[src/rtl/shared_divider_pkg.sv]
// Shared definitions for the shared divider and the average-speed stage that feeds it.
package shared_divider_pkg;
  localparam int DIV_WIDTH = 16;

  typedef enum logic [1:0] {
    IDLE = 2'd0,
    CALC = 2'd1,
    DONE = 2'd2
  } state_t;
endpackage

[src/rtl/shared_divider.sv]
// Iterative restoring divider shared by two clients; one quotient bit per cycle, MSB first.
module shared_divider
  import shared_divider_pkg::*;
#(
  parameter int WIDTH = DIV_WIDTH,
  parameter int CNT_W = 5
) (
  input  logic             clk,
  input  logic             rst,
  input  logic             start,
  input  logic             select,
  input  logic [WIDTH-1:0] dividend_a,
  input  logic [WIDTH-1:0] divisor_a,
  input  logic [WIDTH-1:0] dividend_b,
  input  logic [WIDTH-1:0] divisor_b,
  output logic             busy,
  output logic             ready,
  output logic [WIDTH-1:0] quotient,
  output logic [WIDTH-1:0] remainder,
  output logic             div_by_zero,
  output logic             owner
);

  state_t           state, state_nxt;
  logic [CNT_W-1:0] cnt;
  logic [WIDTH-1:0] dvd;   // dividend bits shift out the top, quotient bits shift in the bottom
  logic [WIDTH-1:0] dvs;
  logic [WIDTH-1:0] rem;
  logic [WIDTH:0]   part;
  logic [WIDTH-1:0] rem_nxt;
  logic             ge;
  logic             last;

  assign part    = {rem, dvd[WIDTH-1]};
  assign ge      = part >= {1'b0, dvs};
  // part never exceeds WIDTH bits after the restore, so truncation is lossless
  assign rem_nxt = ge ? WIDTH'(part - {1'b0, dvs}) : part[WIDTH-1:0];
  assign last    = (cnt == CNT_W'(1));

  assign busy  = (state == CALC);
  assign ready = (state == DONE);

  always_ff @(posedge clk or negedge rst) begin
    if (!rst) state <= IDLE;
    else      state <= state_nxt;
  end

  always_comb begin
    state_nxt = state;
    case (state)
      IDLE:    if (start) state_nxt = CALC;
      CALC:    if (last) state_nxt = DONE;
      DONE:    state_nxt = IDLE;
      default: state_nxt = IDLE;
    endcase
  end

  always_ff @(posedge clk or negedge rst) begin
    if (!rst) begin
      cnt         <= '0;
      dvd         <= '0;
      dvs         <= '0;
      rem         <= '0;
      quotient    <= '0;
      remainder   <= '0;
      div_by_zero <= 1'b0;
      owner       <= 1'b0;
    end else begin
      case (state)
        IDLE: if (start) begin
          owner <= select;
          dvd   <= select ? dividend_b : dividend_a;
          dvs   <= select ? divisor_b  : divisor_a;
          rem   <= '0;
          cnt   <= CNT_W'(WIDTH);
        end
        CALC: begin
          dvd <= {dvd[WIDTH-2:0], ge};
          rem <= rem_nxt;
          cnt <= cnt - 1'b1;
          if (last) begin
            quotient    <= {dvd[WIDTH-2:0], ge};
            remainder   <= rem_nxt;
            div_by_zero <= (dvs == '0);
          end
        end
        default: ;
      endcase
    end
  end

endmodule

[config.mk]
export PLATFORM = sky130hd
export DESIGN_NAME = shared_divider
export DESIGN_NICKNAME = d
export VERILOG_FILES = /design/src/rtl/shared_divider_pkg.sv /design/src/rtl/shared_divider.sv
export SDC_FILE = /design/constraint.sdc
export NUM_CORES = 1
export LEC_CHECK = 0
export ABC_AREA = 0
export CAP_MARGIN = 10
export CORE_MARGIN = 10
export CORE_UTILIZATION = 50
export DETAILED_ROUTE_END_ITERATION = 10
export HOLD_SLACK_MARGIN = 0.06
export PLACE_DENSITY_LB_ADDON = 0.12
export SKIP_CTS_REPAIR_TIMING = 1
export SYNTH_ARGS = -nofsm -noshare
export SYNTH_HDL_FRONTEND = slang
export SYNTH_SLANG_ARGS = --single-unit
export TNS_END_PERCENT = 10
[constraint.sdc]
create_clock -name clk -period 3.2 [get_ports clk]
set_clock_uncertainty 0.15 [all_clocks]
set_input_delay 0.96 -clock clk [delete_from_list [all_inputs] [get_ports clk]]
set_output_delay 0.96 -clock clk [all_outputs]
set_load 0.005 [all_outputs]
# --- Word-level counts from Yosys, hierarchy flattened ---
# Cells that the tools add are included.
op_classes:
  n_bitwise: 0
  reduce_logical: 7
  n_mux: 12
  order_cmp: 1
  n_shift: 0
  n_div: 0
  mul: 0
  add_sub_neg: 2
  eq_ne: 5
ops:
  columns: ["operator", "n"]
  rows:
  - ["$mux 16", 5]
  - ["$pmux 16 s2", 2]
  - ["$ge 17x16->1", 1]
  - ["$logic_not 16->1", 1]
  - ["$sub 16x16->16", 1]
  - ["$pmux 5 s2", 1]
  - ["$reduce_and 2->1", 4]
  - ["$eq 5x1->1 const B", 1]
  - ["$mux 5", 1]
  - ["$sub 5x1->5 const B", 1]
  - ["$mux 2", 2]
  - ["$pmux 2 s2", 1]
  - ["$eq 2x1->1 const B", 1]
  - ["$eq 2x2->1 const B", 1]
  - ["$logic_not 2->1", 1]
  - ["$ne 2x1->1 const B", 1]
  - ["$ne 2x2->1 const B", 1]
  - ["$reduce_bool 2->1", 1]
totals:
  romBits: 0
  latch_bits: 0
  mem_count: 0
  input_bits: 68
  wordCells: 36
  reg_bits: 89
  ramBits: 0

# --- Logic depth before layout (Yosys ltp) ---
depth:
  word_depth: 3
  depth_mapped: 12
  ltp_nobuf: 11

# --- Worst setup path after synthesis ---
# No wires, ideal clock.
synth_timing:
  path_type: "reg-to-reg"
  from: "reg dvs[4]"
  to: "reg remainder[11]"
  path_slack_ns: 0.486
  stages_incl_launch_ff: 12
  path_buffers: 2
  setup_ns: 0.133
  arrival_time_ns: 2.431
  synth_period_minus_slack_ns: 2.714
  cell_sequence: "dfrtp_1 > inv_1 > ha_1 > a21o_1 > a31oi_2 > a211oi_1 > or3_4 > a211o_1 > buf_6 > buf_12 > mux2i_1 > o21ai_0"
synth_via:
  elab_chain_len: 2
synth_rtl:
  columns: ["element", "line", "rtl"]
  rows:
  - ["from (decl)", "shared_divider.sv:27", "logic [WIDTH-1:0] dvs;"]
  - ["from (signal assigned)", "shared_divider.sv:73", "dvs <= select ? divisor_b : divisor_a;"]
  - ["$sub 16x16->16 / $ge 17x16->1 (equally long branches)", "shared_divider.sv:37, shared_divider.sv:35", null]
  - ["$mux 16 *", "shared_divider.sv:37", "assign rem_nxt = ge ? WIDTH'(part - {1'b0, dvs}) : part[WIDTH-1:0];"]
  - ["to (signal assigned)", "shared_divider.sv:83", "remainder <= rem_nxt;"]
  - ["to (decl)", "shared_divider.sv:19", "output logic [WIDTH-1:0] remainder,"]
# Mark *: on every way between the ends. The rest lies on a longest branch, timed or not.
# A chain may end at the register's enable or synchronous reset.

# --- Worst setup path in the final report ---
layout_timing:
  from: "reg dvs[4]"
  to: "reg remainder[5]"
# The elaborated chain is that of the path after synthesis.

==> results_dict.tcl <==
set metrics [dict create \
    dp_slack_ps 254 \
    wl_um 12500 \
    synth_seq_cells 89 \
    clock_latency_ps 370 \
    pin_count 104 \
    critical_path_arrival_ps 3050 \
    fin_cells 788 \
    place_congestion 0.930 \
    clkSinkCount 89 \
    p_int_mw 3.95 \
    io_buffers 103 \
    r2r-end "remainder[5]" \
    maxCapViolCount 0 \
    ant_nets 0 \
    p_sw_mw 2.86 \
    status "finished, final reports clean" \
    synthArstFlopShare_pct 100 \
    first_pass_iters 5 \
    fin_tns_setup_ps 0 \
    overflow 0 \
    track_usage_pct 18.0 \
    layout.cells.most_common "nand2_1" \
    num-fill-cells 843 \
    final_cell_mix "nand2_1 (114), clkdlybuf4s50_1 (101), dfrtp_1 (89)" \
    wl_per_cell_um 15.9 \
    route.detailed.drc 0 \
    leakagePower_nw 2.87 \
    place_inst 772 \
    avgSynthCellArea_sq_um 8.85 \
    fin_area_sq_um 6280 \
    cts_tree "done" \
    maxSlewHeadroom_pct 43.6 \
    finalMaxSlewViolations 0 \
    final_hold_viol_count 0 \
    initial_core_util_pct 50.7 \
    cts_htree_levels 3 \
    seq_area_frac_synth_pct 45.6 \
    post-dp-hpwl_um 9420 \
    setup_ws_ps 233 \
    areaGrowthSynthToFinish_pct 28.6 \
    syn-num-nets 639 \
    final_layout_size_suffix_gt1_share_pct 5.95 \
    rsz0062_at_grt "false" \
    clk_path_buf_depth 2 \
    critPathKind "reg -> reg" \
    p_per_area_nw_per_um2 1080 \
    yosysUniqueCellTypes 47 \
    via_per_inst 5.35 \
    pwr-share-clk_pct 12.9 \
    placed_area_sq_um 6060 \
    synth_cells 552 \
    min_path_type "reg -> reg" \
    register_area_sq_um 2230 \
    setup_violations 0 \
    sw_frac_of_total_pct 42.0 \
    fin_nets 737 \
    vdd.ir_drop.worst_mv 0.470 \
    seq_power_share_pct 30.8 \
    reg2reg_slack_ps 230 \
    grt_max_degree 50 \
    vias 4216 \
    synth_edf_count 0 \
    hold_path_end "remainder[7]" \
    path_clk_slew_ps 90 \
    antennaDiodeCount 0 \
    grt_pass1_vias 4330 \
    grt_pass1_wl_um 21400 \
    period_needed_ps 2970 \
    required_ps 3280 \
    grt_antenna_before_repair 0 \
    worstSetupStartpoint "dvs[4]" \
    root_buffer "clkbuf_8" \
    ys_warn_count 0 \
    pwr-share-comb_pct 56.3 \
    fin_crit_sh_pct 92.7 \
    min_path_cells 2 \
    netlist_area_sq_um 4880 \
    tightest_slew_ps 840 \
    core.rowCount 36 \
    multi_input_area_sq_um 2420 \
    fmax_mhz 337 \
    r2r-start "dvs[4]" \
    ff2ff_path_depth 10 \
    core_sq_um 9640 \
    die-area_sq_um 14100 \
    whs_ps 329 \
    drtIter0Drc 267 \
    worst-path-max-fanout 6 \
    synth_ff_type "dfrtp_1" \
    min_from "remainder[7]" \
    endpoint_kind "flop" \
    numCtsBuffers 9 \
    die_h_um 119 \
    fp.dieW_um 119 \
    startpoint_type "flop" \
]
-- power by group through the flow --
stage	registers [mW]	clock network, mW	logic (mW)
2_1_floorplan	2.01	0	2.67
3_3_place_gp	2.09	0	3.73
3_5_place_dp	2.11	0	3.83
4_1_cts	2.09	0.889	3.85
5_1_grt	2.18	0.938	4.34
6_report	2.10	0.877	3.83
-- how the worst max path moves through the flow --
stage / end / slack [ps] / cells after the start
floorplan: remainder[11] / 490 / 11
CTS: remainder[3] / 250 / 10
global route: remainder[9] / 70 / 10
finish: remainder[5] / 230 / 10
detailed placement: remainder[3] / 250 / 10
global placement: remainder[5] / 320 / 10
-- per-layer routing --
layer | GRT usage [%] | up-vias | wire, um
met3 | 3.35 | 14 | 641
met2 | 29.3 | 121 | 5990
met4 | 5.95 | 0 | 165
met1 | 23.7 | 1995 | 5720
met5 | 0 | - | 0
li1 | - | 2086 | -
-- metrics by stage --
| stage | util, % | power, mW |
|---|---|---|
| 2_1_floorplan | - | 4.68 |
| 3_3_place_gp | 62.8 | 5.82 |
| 3_5_place_dp | 62.8 | 5.94 |
| 4_1_cts | 65.2 | 6.83 |
| 5_1_grt | 65.2 | 7.46 |
| 6_report | 65.2 | 6.81 |
-- registers in the layout, indices dropped and copies added (netlist names) --
register	flops
cnt	5
div_by_zero	1
dvd	16
dvs	16
owner	1
quotient	16
rem	16
remainder	16
state	2
-- critical path, cell delays in order, from the launching register on --
cell	delay (ps)
dfrtp_1	390
inv_1	50
ha_1	360
a21o_1	230
a31oi_2	200
a211oi_1	120
or3_4	430
a211o_1	330
buf_4	190
mux2i_1	250
o21ai_0	130
-- cell type report --
type / instances / share of cell area (%)
Multi-Input combinational cell: 407 / 38.6
Sequential cell: 89 / 35.5
Timing Repair Buffer: 117 / 18.2
Tap cell: 133 / 2.65
Inverter: 26 / 1.55
Clock buffer: 10 / 2.19
Clock inverter: 6 / 1.41
-- synth_stat cells (all sizes together) (4+ instances only) --
cell type    n  area, sq um
a21o         4         30.0
mux2i       47          470
xnor2        7         61.3
inv         24         90.1
nor2b        4         25.0
a21oi       29          145
clkbuf      28          105
o21a         4         30.0
nor4         4         25.0
o22ai       15         93.8
ha          18          225
dfrtp       89         2230
a31oi        4         31.3
nand2      114          428
nand3        5         25.0
nor2        50          188
o21ai       62          310
xor2         5         43.8
-- cells by family after synthesis --
logic type | after synthesis | share of synthesized area (%)
AO/OA/AOI/OAI | 129 | 15.0
XOR/XNOR | 12 | 2.15
adder cells (fa/ha/maj) | 19 | 5.02
buffers and inverters | 56 | 4.79
flip-flops | 89 | 45.6
multiplexers | 49 | 10.1
AND/OR/NAND/NOR | 198 | 17.3
Note: power is estimated with default switching activity, not from simulation.
